**src/rtl/pnu_mux_stream.sv**
```systemverilog
// pnu_mux_stream: N-channel, W-bit registered stream multiplexer.
//
// Each input channel has a valid/ready handshake. Channels compete for a
// single one-entry output register. mode selects the arbitration:
// manual (channel given by sel) or round-robin among valid channels.
//
// Ports:
//   clk        rising-edge clock
//   rst        asynchronous active-high reset
//   in_data    N*W packed channel data; channel c at [c*W +: W]
//   in_valid   per-channel valid
//   in_ready   per-channel ready (combinational, at most one bit set)
//   mode       0 = manual select, 1 = round-robin
//   sel        channel index used in manual mode
//   out_data   registered output data
//   out_ch     registered index of the channel that supplied out_data
//   out_valid  registered output valid
//   out_ready  consumer ready
module pnu_mux_stream #(
  parameter int unsigned W  = 8,
  parameter int unsigned N  = 8,
  parameter int unsigned SW = 3
) (
  input  logic           clk,
  input  logic           rst,
  input  logic [N*W-1:0] in_data,
  input  logic [N-1:0]   in_valid,
  output logic [N-1:0]   in_ready,
  input  logic           mode,
  input  logic [SW-1:0]  sel,
  output logic [W-1:0]   out_data,
  output logic [SW-1:0]  out_ch,
  output logic           out_valid,
  input  logic           out_ready
);

  logic [SW-1:0] r_ptr;
  logic [W-1:0]  r_data;
  logic [SW-1:0] r_ch;
  logic          r_valid;

  logic          w_load_en;
  logic          w_cand_vld;
  logic [SW-1:0] w_cand;
  logic          w_accept;
  logic [W-1:0]  w_cand_data;

  // The output entry can take new data when it is empty or being drained.
  assign w_load_en = !r_valid || out_ready;
  assign w_accept  = w_cand_vld && w_load_en;

  // Candidate selection. Suppressed while in reset so no channel sees ready.
  always_comb begin
    w_cand_vld = 1'b0;
    w_cand     = '0;
    if (!rst) begin
      if (!mode) begin
        // Out-of-range sel matches no channel, so it simply yields no candidate.
        for (int unsigned c = 0; c < N; c++) begin
          if (sel == SW'(c) && in_valid[c]) begin
            w_cand_vld = 1'b1;
            w_cand     = SW'(c);
          end
        end
      end else begin
        // Round-robin: first valid channel at or above ptr, else the lowest
        // valid channel below ptr (the wrapped part of the search).
        for (int unsigned c = 0; c < N; c++) begin
          if (!w_cand_vld && in_valid[c] && SW'(c) >= r_ptr) begin
            w_cand_vld = 1'b1;
            w_cand     = SW'(c);
          end
        end
        for (int unsigned c = 0; c < N; c++) begin
          if (!w_cand_vld && in_valid[c] && SW'(c) < r_ptr) begin
            w_cand_vld = 1'b1;
            w_cand     = SW'(c);
          end
        end
      end
    end
  end

  // Data of the candidate channel.
  always_comb begin
    w_cand_data = '0;
    for (int unsigned c = 0; c < N; c++) begin
      if (w_cand == SW'(c)) begin
        w_cand_data = in_data[c*W +: W];
      end
    end
  end

  // Ready goes only to the candidate, and only when the entry can load.
  always_comb begin
    in_ready = '0;
    for (int unsigned c = 0; c < N; c++) begin
      in_ready[c] = w_accept && (w_cand == SW'(c));
    end
  end

  always_ff @(posedge clk or posedge rst) begin
    if (rst) begin
      r_data  <= '0;
      r_ch    <= '0;
      r_valid <= 1'b0;
      r_ptr   <= '0;
    end else if (w_accept) begin
      // Covers simultaneous drain and accept: the new entry replaces the old.
      r_data  <= w_cand_data;
      r_ch    <= w_cand;
      r_valid <= 1'b1;
      if (mode) begin
        r_ptr <= (w_cand == SW'(N - 1)) ? '0 : w_cand + SW'(1);
      end
    end else if (out_ready) begin
      // Drain without replacement; data and channel hold their last values.
      r_valid <= 1'b0;
    end
  end

  assign out_data  = r_data;
  assign out_ch    = r_ch;
  assign out_valid = r_valid;

endmodule
```
**config.mk**
```make
export PLATFORM = sky130hd
export DESIGN_NAME = pnu_mux_stream
export DESIGN_NICKNAME = d
export VERILOG_FILES = /design/src/rtl/pnu_mux_stream.sv
export SDC_FILE = /design/constraint.sdc
export NUM_CORES = 1
export LEC_CHECK = 0
export CELL_PAD_IN_SITES_DETAIL_PLACEMENT = 1
export CELL_PAD_IN_SITES_GLOBAL_PLACEMENT = 2
export CORE_MARGIN = 1
export CORE_UTILIZATION = 22
export DETAILED_ROUTE_END_ITERATION = 8
export PLACE_DENSITY_LB_ADDON = 0.1
export SYNTH_ARGS = -nofsm -noshare
export SYNTH_HDL_FRONTEND = slang
export SYNTH_SLANG_ARGS = --single-unit
```
**constraint.sdc**
```tcl
create_clock -name clk -period 3.8 [get_ports clk]
set_clock_uncertainty 0.2 [all_clocks]
set_input_delay 0.38 -clock clk [delete_from_list [all_inputs] [get_ports clk]]
set_output_delay 0.38 -clock clk [all_outputs]
set_load 0.03 [all_outputs]
```
== Word-level counts from Yosys, hierarchy flattened ==
Cells that the tools add are included.

* Bits in writable memories: 0
* Logic and storage cells: 195
* Memories: 0
* Output and inout bits: 20
* Flip-flop bits (word level): 15
* Bits in read-only memories: 0
* Input bits: 79
* Bits in latches: 0

* Divide/modulo/power cells: 0
* Muxes and demuxes: 91
* $add $sub $neg: 1
* Shifts and indexed selects: 0
* Eq/ne operators: 14
* Reduce and logical (&&, ||, !) cells: 69
* Multiply operators: 0
* Order comparisons: 16
* Bitwise gates (word level): 0

{| class="wikitable"
|+ Operators with widths
! cell !! count
|-
| $mux W3 || 23
|-
| $mux W8 || 8
|-
| $mux W1 || 60
|-
| $logic_and A1 B1 Y1 || 48
|-
| $eq A3 B3 Y1 const B || 8
|-
| $logic_not A1 Y1 || 16
|-
| $eq A3 B2 Y1 const B || 4
|-
| $ge A3 B3 Y1 const A || 4
|-
| $lt A3 B3 Y1 const A || 4
|-
| $eq A3 B1 Y1 const B || 2
|-
| $ge A1 B3 Y1 const A || 2
|-
| $ge A2 B3 Y1 const A || 2
|-
| $logic_not A3 Y1 || 2
|-
| $lt A1 B3 Y1 const A || 2
|-
| $lt A2 B3 Y1 const A || 2
|-
| $add A3 B1 Y3 const B || 1
|-
| $reduce_and A2 Y1 || 1
|-
| $reduce_bool A2 Y1 || 1
|-
| $logic_or A1 B1 Y1 || 1
|}

== Logic depth before layout (Yosys ltp) ==
Gate-level depths: netlist (run 1).

* Word-level depth: 104
* Gate-level depth with buffers: 15
* Mapped depth without buffers: 14

== Worst setup path after synthesis (run 1) ==
No wires, ideal clock.

* Kind: register to output
* From: reg r_ptr[0]
* To: out in_ready[1]
* Data required time: 3.220 ns
* Path buffers: 3
* Path slack: 0.028 ns
* Arrival: 3.192 ns
* Stages on the path, launching flop included: 10
* Path through: dfrtp_1 buf_2 a211oi_1 o221a_2 a41oi_1 a211oi_2 ha_1 clkbuf_1 clkbuf_1 nor3b_1

* Longest elaborated chain between the ends: 97
* Elaborated cells between the ends (all ways): 130
* Those cells by class: order compare: 16; eq/ne: 1; mux: 65; reduce/logical: 48

{| class="wikitable"
|+ RTL lines
! what !! line !! text
|-
| start, declared || 37 || <nowiki>logic [SW-1:0] r_ptr;</nowiki>
|-
| start signal, assigned || 114 || <nowiki>r_ptr <= (w_cand == SW'(N - 1)) ? '0 : w_cand + SW'(1);</nowiki>
|-
| $ge A1 B3 Y1 || 69 || <nowiki>if (!w_cand_vld && in_valid[c] && SW'(c) >= r_ptr) begin</nowiki>
|-
| $logic_and A1 B1 Y1 || 69 ||
|-
| $mux W1 || 69 ||
|-
| $mux W1 || 57 || <nowiki>if (!mode) begin</nowiki>
|-
| $mux W1 || 56 || <nowiki>if (!rst) begin</nowiki>
|-
| $logic_not A1 Y1 || 69 ||
|-
| $logic_and A1 B1 Y1 (2 in series) || 69 ||
|-
| $mux W1 || 69 ||
|-
| (+79 left out) || n/a ||
|-
| $mux W1 || 56 ||
|-
| $logic_not A1 Y1 || 75 || <nowiki>if (!w_cand_vld && in_valid[c] && SW'(c) < r_ptr) begin</nowiki>
|-
| $logic_and A1 B1 Y1 (2 in series) || 75 ||
|-
| $mux W3 or $mux W1 (tied branches) || 75 ||
|-
| $mux W3 or $mux W1 (tied branches) || 57 ||
|-
| $mux W3 or $mux W1 (tied branches) || 56 ||
|-
| $eq A3 B1 Y1 or $logic_and A1 B1 Y1 (tied branches) || 98, 50 ||
|-
| $logic_and A1 B1 Y1 (*) || 98 || <nowiki>in_ready[c] = w_accept && (w_cand == SW'(c));</nowiki>
|-
| end, declared || 28 || <nowiki>output logic [N-1:0] in_ready,</nowiki>
|}

Mark *: on every way between the ends. The rest lies on a longest branch, timed or not. The select of a mux whose other input is x is not followed.

== Worst setup path after layout (run 1) ==
* From: in in_valid[1]
* To: out in_ready[3]

* Longest elaborated chain between the ends: 91
* Elaborated cells between the ends (all ways): 124
* Those cells by class: eq/ne: 1; mux: 76; reduce/logical: 47

{| class="wikitable"
|+ RTL lines
! what !! line !! text
|-
| start, declared || 27 || <nowiki>input logic [N-1:0] in_valid,</nowiki>
|-
| $logic_and A1 B1 Y1 (2 in series) || 69 ||
|-
| $mux W1 || 69 ||
|-
| $mux W1 || 57 ||
|-
| $mux W1 || 56 ||
|-
| $logic_not A1 Y1 || 69 ||
|-
| $logic_and A1 B1 Y1 (2 in series) || 69 ||
|-
| $mux W1 || 69 ||
|-
| $mux W1 || 57 ||
|-
| (+72 left out) || n/a ||
|-
| $mux W1 || 56 ||
|-
| $logic_not A1 Y1 || 75 ||
|-
| $logic_and A1 B1 Y1 (2 in series) || 75 ||
|-
| $mux W3 or $mux W1 (tied branches) || 75 ||
|-
| $mux W3 or $mux W1 (tied branches) || 57 ||
|-
| $mux W3 or $mux W1 (tied branches) || 56 ||
|-
| $eq A3 B2 Y1 or $logic_and A1 B1 Y1 (tied branches) || 98, 50 ||
|-
| $logic_and A1 B1 Y1 (*) || 98 ||
|}

Marked as above.

==> results of run 1 <==
## layout make-up
class,instances,share of cell area [%]
Multi-Input combinational cell,218,43.5
Sequential cell,15,10.7
Clock buffer,4,1.28
Timing Repair Buffer,152,39.3
Tap cell,108,3.84
Inverter,13,1.39
## final timing paths
path	startpoint	end	slack, ns
hold reg to reg	out_ch[0]$_DFFE_PP0P_	out_ch[0]$_DFFE_PP0P_	0.29
setup / recovery	in_valid[1]	in_ready[3]	0.15
setup reg to reg	r_ptr[2]$_DFFE_PP0P_	out_data[1]$_DFFE_PP0P_	0.36
hold / removal	out_ch[0]$_DFFE_PP0P_	out_ch[0]$_DFFE_PP0P_	0.29
min in group asynchronous	rst	out_valid$_DFFE_PP0P_	0.36
max in group asynchronous	rst	r_ptr[1]$_DFFE_PP0P_	2.58
## Yosys cell counts (2+ instances only)
cell type	count	area [um^2]
a2111oi_2	2	30.0
a211oi_1	6	45.0
a211oi_2	2	25.0
a21o_1	8	60.1
a21oi_1	12	60.1
a221oi_1	6	52.6
a22o_1	2	17.5
a2bb2oi_1	2	17.5
a31oi_1	2	12.5
a41oi_1	3	26.3
and2_1	4	25.0
and3_1	8	50.1
buf_2	5	25.0
clkbuf_1	10	37.5
dfrtp_1	15	375
ha_1	4	50.1
inv_1	13	48.8
mux2i_1	5	50.1
mux4_2	2	45.0
nand2_1	23	86.3
nand2b_1	4	25.0
nand3_1	5	25.0
nand3b_1	2	15.0
nor2_1	16	60.1
nor2b_1	9	56.3
nor3_1	16	80.1
nor3b_1	3	22.5
nor4_1	2	12.5
o211ai_1	6	45.0
o21ai_0	15	75.1
o221ai_1	5	43.8
o22ai_1	4	25.0
o31ai_1	11	82.6
or3_1	2	12.5
or4_1	2	15.0
## routing by layer
layer | vias up | share of wire [%]
met3 | 6 | 3.5
li1 | 1296 | -
met2 | 60 | 52
met5 | - | 0
met4 | 0 | 1.0
met1 | 1263 | 43
## cells by family after synthesis
logic type / Yosys count
muxes: 7
DFF: 15
buffers and inverters: 30
AOI/OAI and AO/OA: 102
and+or+nand+nor: 105
adders and majority gates: 4
## power breakdown
| part | switching, mW | total, mW | internal (mW) | leakage (nW) |
|---|---|---|---|---|
| Combinational | 0.343 | 0.675 | 0.332 | 1.26 |
| Clock | 0.0632 | 0.137 | 0.0743 | 0.0228 |
| Sequential | 0.0515 | 0.252 | 0.201 | 0.184 |
## sequential cells by signal, summed over array words and instances (netlist names)
name       count
out_valid      1
out_ch         3
r_ptr          3
out_data       8
## worst max-delay path, cell delays in order
cell and delay [ns]:
clkdlybuf4s50_1 0.53, buf_4 0.15, o211a_1 0.15, o21ai_0 0.14, a221o_1 0.36, a211oi_2 0.30
inv_1 0.12, nor2_1 0.16, ha_2 0.28, buf_4 0.14, inv_1 0.08, nor2_1 0.11
buf_4 0.16
## per-stage QoR
step	setup slack [ns]	cell area [um^2]	cells	hold WS, ns
floorplan	0.0278	2010	263	0.0979
global placement	0.0588	3440	505	0.262
detailed placement	-0.0414	3440	505	0.277
CTS	0.0806	3490	509	0.297
global route	-0.0131	3520	510	0.319
finish	0.153	3520	510	0.287
## what timing repair did
action                     CTS  global route
setup endpoints to repair    1             3
pin swaps                    0             2
cloned                       0             0
setup buffers                0             1
gates resized for setup      3             7
==> results_dict.tcl, run 1 <==
set metrics [dict create \
    synth-xor-area-share_pct 0 \
    vias 2625 \
    start_util_pct 22.9 \
    cp-end-kind "primary output" \
    die_h_um 97.6 \
    min_period_ns 3.65 \
    final_nets 486 \
    syn_area_per_cell_um2 7.64 \
    hpwl_um 7670 \
    finalSetupViolCount 0 \
    power_density_nw_per_um2 303 \
    cp.required_ns 3.22 \
    ioPinCount 99 \
    diodes 0 \
    grt_usage_pct 19.6 \
    drv_cap 0 \
    synth_ff_type "dfrtp_1" \
    whs_path_depth 2 \
    synth.ff_latch_count 15 \
    die_width_um 97.6 \
    ir_drop_mv 0.111 \
    yosys.area_share.simple_pct 28.6 \
    critPathArrivalTime_ns 3.07 \
    max_slew_margin_pct 57.5 \
    totalNegativeSetupSlack_ns 0 \
    status "finished, final reports clean" \
    ys_async_sr_fraction_pct 100 \
    multi_input_area_um2 1530 \
    drc_errors 0 \
    fillers 1052 \
    grt_max_degree 19 \
    num_rows 34 \
    grtUsageMet2_pct 37.7 \
    synth_nets 346 \
    hold_viol_final 0 \
    synth.cell_area_um2 2010 \
    synth-edff-count 0 \
    portBuffers 98 \
    ant_nets 0 \
    synth_cells 263 \
    antenna_found_initial 0 \
    cts.sinks 15 \
    viasPerCell 5.15 \
    clk_pin_slew_ns 0.06 \
    worst_slew_pin_slew_ns 0.638 \
    clock-root-buffer "clkbuf_8" \
    core_um2 8760 \
    hold_buffers 0 \
    layout-drive-gt1-share_pct 22.6 \
    firstDrtPassIters 4 \
    area_growth_pct 75.1 \
    synth_cell_types 62 \
    place_congestion 0.888 \
    htreeDepth 1 \
    dieArea_um2 9520 \
    min_path_type "flip-flop to flip-flop" \
    power.leakage_nw 1.46 \
    cts_buffers 3 \
    slew_violations 0 \
    cts_buffer_depth 2 \
    reg2reg_depth 13 \
    fin_util_pct 40.1 \
    drt_wl_total_um 9410 \
    most-common-layout-cells "clkdlybuf4s50_1 (89), buf_4 (61), nand2_1 (23)" \
    clk-insertion-delay-late_ns 0.25 \
    first_global_vias 2871 \
    layout.area.seq_um2 378 \
    use_met1_pct 23.6 \
    grt_use_met3_pct 2.01 \
    grt_pass1_wl_um 15000 \
    yosys_warnings 0 \
    layout_commonest_cell "clkdlybuf4s50_1" \
    synth_mux_area_share_pct 4.73 \
    overflow 0 \
    post_drt_wl_per_cell_um 18.5 \
    synth_top_family_by_area "compound AO/OA/AOI/OAI gates" \
    power_mw 1.06 \
    grt-busiest-layer "met2" \
    seq_area_frac_synth_pct 18.7 \
    synth-compound-area-share_pct 39.0 \
    path_class "primary input to primary output" \
    min_period_over_period_pct 96.0 \
    crit_fanout 5 \
    fmax_mhz 274 \
    cts_tree "built" \
    drt_iter0_drc 85 \
    critPathLaunchType "primary input" \
    synth_fa_ha_area_share_pct 2.49 \
]
Note: power is estimated with default switching activity, not from simulation.
==> run 2, diff against run 1 <==
--- a/config.mk
+++ b/config.mk
@@ -11,6 +11,7 @@
 export CORE_UTILIZATION = 22
 export DETAILED_ROUTE_END_ITERATION = 8
 export PLACE_DENSITY_LB_ADDON = 0.1
+export SETUP_SLACK_MARGIN = 0.05
 export SYNTH_ARGS = -nofsm -noshare
 export SYNTH_HDL_FRONTEND = slang
 export SYNTH_SLANG_ARGS = --single-unit
==> results_dict.tcl, run 2 (synthesized netlist as in run 1, its figures left out) <==
set metrics [dict create \
    status "finished, final reports clean" \
    critPathLaunchType "primary input" \
    firstDrtPassIters 4 \
    grt_pass1_wl_um 14300 \
    dp_cells 504 \
    overflow 0 \
    antenna_found_initial 0 \
    die_h_um 97.6 \
    largest_reg_flops 8 \
    clk_pin_slew_ns 0.06 \
    place_congestion 0.846 \
    htreeDepth 1 \
    clk-insertion-delay-late_ns 0.26 \
    reg2reg_depth 14 \
    fmax_mhz 276 \
    cts_tree "built" \
    portBuffers 98 \
    num_rows 34 \
    max_slew_margin_pct 68.1 \
    hold_buffers 0 \
    ioPinCount 99 \
    min_period_over_period_pct 95.5 \
    whs_path_depth 1 \
    start_util_pct 22.9 \
    fin_ws_ns 0.172 \
    cts_buffers 3 \
    layout-drive-gt1-share_pct 23.6 \
    stdcell_count 510 \
    rsz0062_at_grt "true" \
    crit_fanout 6 \
    min_period_ns 3.63 \
    cp.required_ns 3.22 \
    layout_commonest_cell "clkdlybuf4s50_1" \
    slew_violations 0 \
    most-common-layout-cells "clkdlybuf4s50_1 (87), buf_4 (61), nand2_1 (23)" \
    drv_cap 0 \
    post_drt_wl_per_cell_um 17.6 \
    hold_viol_final 0 \
    rrSetupSlack_ns 0.30 \
    drt_wl_total_um 8980 \
    cp-end-kind "primary output" \
    core_um2 8760 \
    ant_nets 0 \
    dieArea_um2 9520 \
    finalSetupViolCount 0 \
    power_density_nw_per_um2 297 \
    fillers 1081 \
    clock-root-buffer "clkbuf_8" \
    critPathArrivalTime_ns 3.05 \
    holdPathEnd "out_ch[2]$_DFFE_PP0P_" \
    first_global_vias 2772 \
    r2r_end "out_data[1]$_DFFE_PP0P_" \
    final_nets 486 \
    cts_buffer_depth 2 \
    vias 2585 \
    viasPerCell 5.07 \
    totalNegativeSetupSlack_ns 0 \
    die_width_um 97.6 \
    fin_util_pct 40.3 \
    hp-start "out_ch[2]$_DFFE_PP0P_" \
    grt_max_degree 19 \
    cts.sinks 15 \
    power.leakage_nw 1.48 \
    path_class "primary input to primary output" \
    worst_slew_pin_slew_ns 0.479 \
    ir_drop_mv 0.0890 \
    drc_errors 0 \
    hpwl_um 7440 \
    crit-reg2reg-launch "r_ptr[2]$_DFFE_PP0P_" \
    min_path_type "flip-flop to flip-flop" \
    place_worst_setup_slack_ns -0.186 \
    diodes 0 \
    area_growth_pct 76.0 \
    grt_usage_pct 18.9 \
    drt_iter0_drc 56 \
]
[run 2: cell count changes in the layout (fill, tap and decap cells not counted), moves of 2 or more]
cell             previous run  this run
nor2_1                     16        14
o21ai_0                    15        13
dlymetal6s2s_1              1         3
inv_2                       2         0
clkdlybuf4s50_1            89        87
nor2_2                      0         2
inv_1                      11        13
o21ai_1                     0         2
[run 2: layer usage]
layer  wire length [um]  global-route usage (%)  up-vias
li1                   -                       -     1295
met1               3860                    23.3     1221
met2               4670                    34.6       62
met3                348                    2.16        7
met4                 96                    4.75        0
met5                  0                       0        -
[run 2: power by group]
part           total (mW)  internal [mW]  switching (mW)
clock network       0.137         0.0729          0.0640
logic               0.653          0.323           0.330
registers           0.261          0.201          0.0593
[run 2: repair_timing]
item	CTS	global route
pin swaps	1	2
gates resized for setup	3	15
setup endpoints to repair	3	9
setup buffers	0	2
[run 2: layout make-up]
type                            instances  area (um^2)  area share (%)
Sequential cell                        15          379            10.7
Timing Repair Buffer                  152         1380            39.0
Clock buffer                            3         41.3            1.17
Inverter                               13         48.8            1.38
Tap cell                              108          135            3.82
Multi-Input combinational cell        218         1550            43.8
Clock inverter                          1         5.00           0.142
[run 2: per-stage QoR]
stage	cell area, um^2	total power [mW]	hold WS (ns)
after floorplan	2010	0.585	0.0979
after global placement	3420	0.900	0.269
after detailed placement	3420	0.905	0.273
after CTS	3480	1.05	0.289
after global routing	3540	1.12	0.322
final	3540	1.05	0.284
[run 2: critical path, cell delays in order]
cell and delay (ns):
clkdlybuf4s50_1 0.55, nor2b_2 0.20, o211a_1 0.14, o21ai_0 0.12, a221o_1 0.35, a211oi_2 0.27, inv_1 0.14, nor2_2 0.14
ha_2 0.26, buf_4 0.14, inv_1 0.08, nor2_1 0.12, buf_4 0.17
[run 2: how the worst max path moves through the flow]
stage	startpoint	endpoint	slack (ns)
after floorplan	r_ptr[0]$_DFFE_PP0P_	in_ready[1]	0.31
after global placement	in_valid[5]	out_data[1]$_DFFE_PP0P_	-0.09
after detailed placement	in_valid[5]	out_data[1]$_DFFE_PP0P_	-0.19
after CTS	in_valid[3]	in_ready[1]	0.05
after global routing	in_valid[3]	in_ready[7]	-0.04
final	in_valid[3]	in_ready[3]	0.17
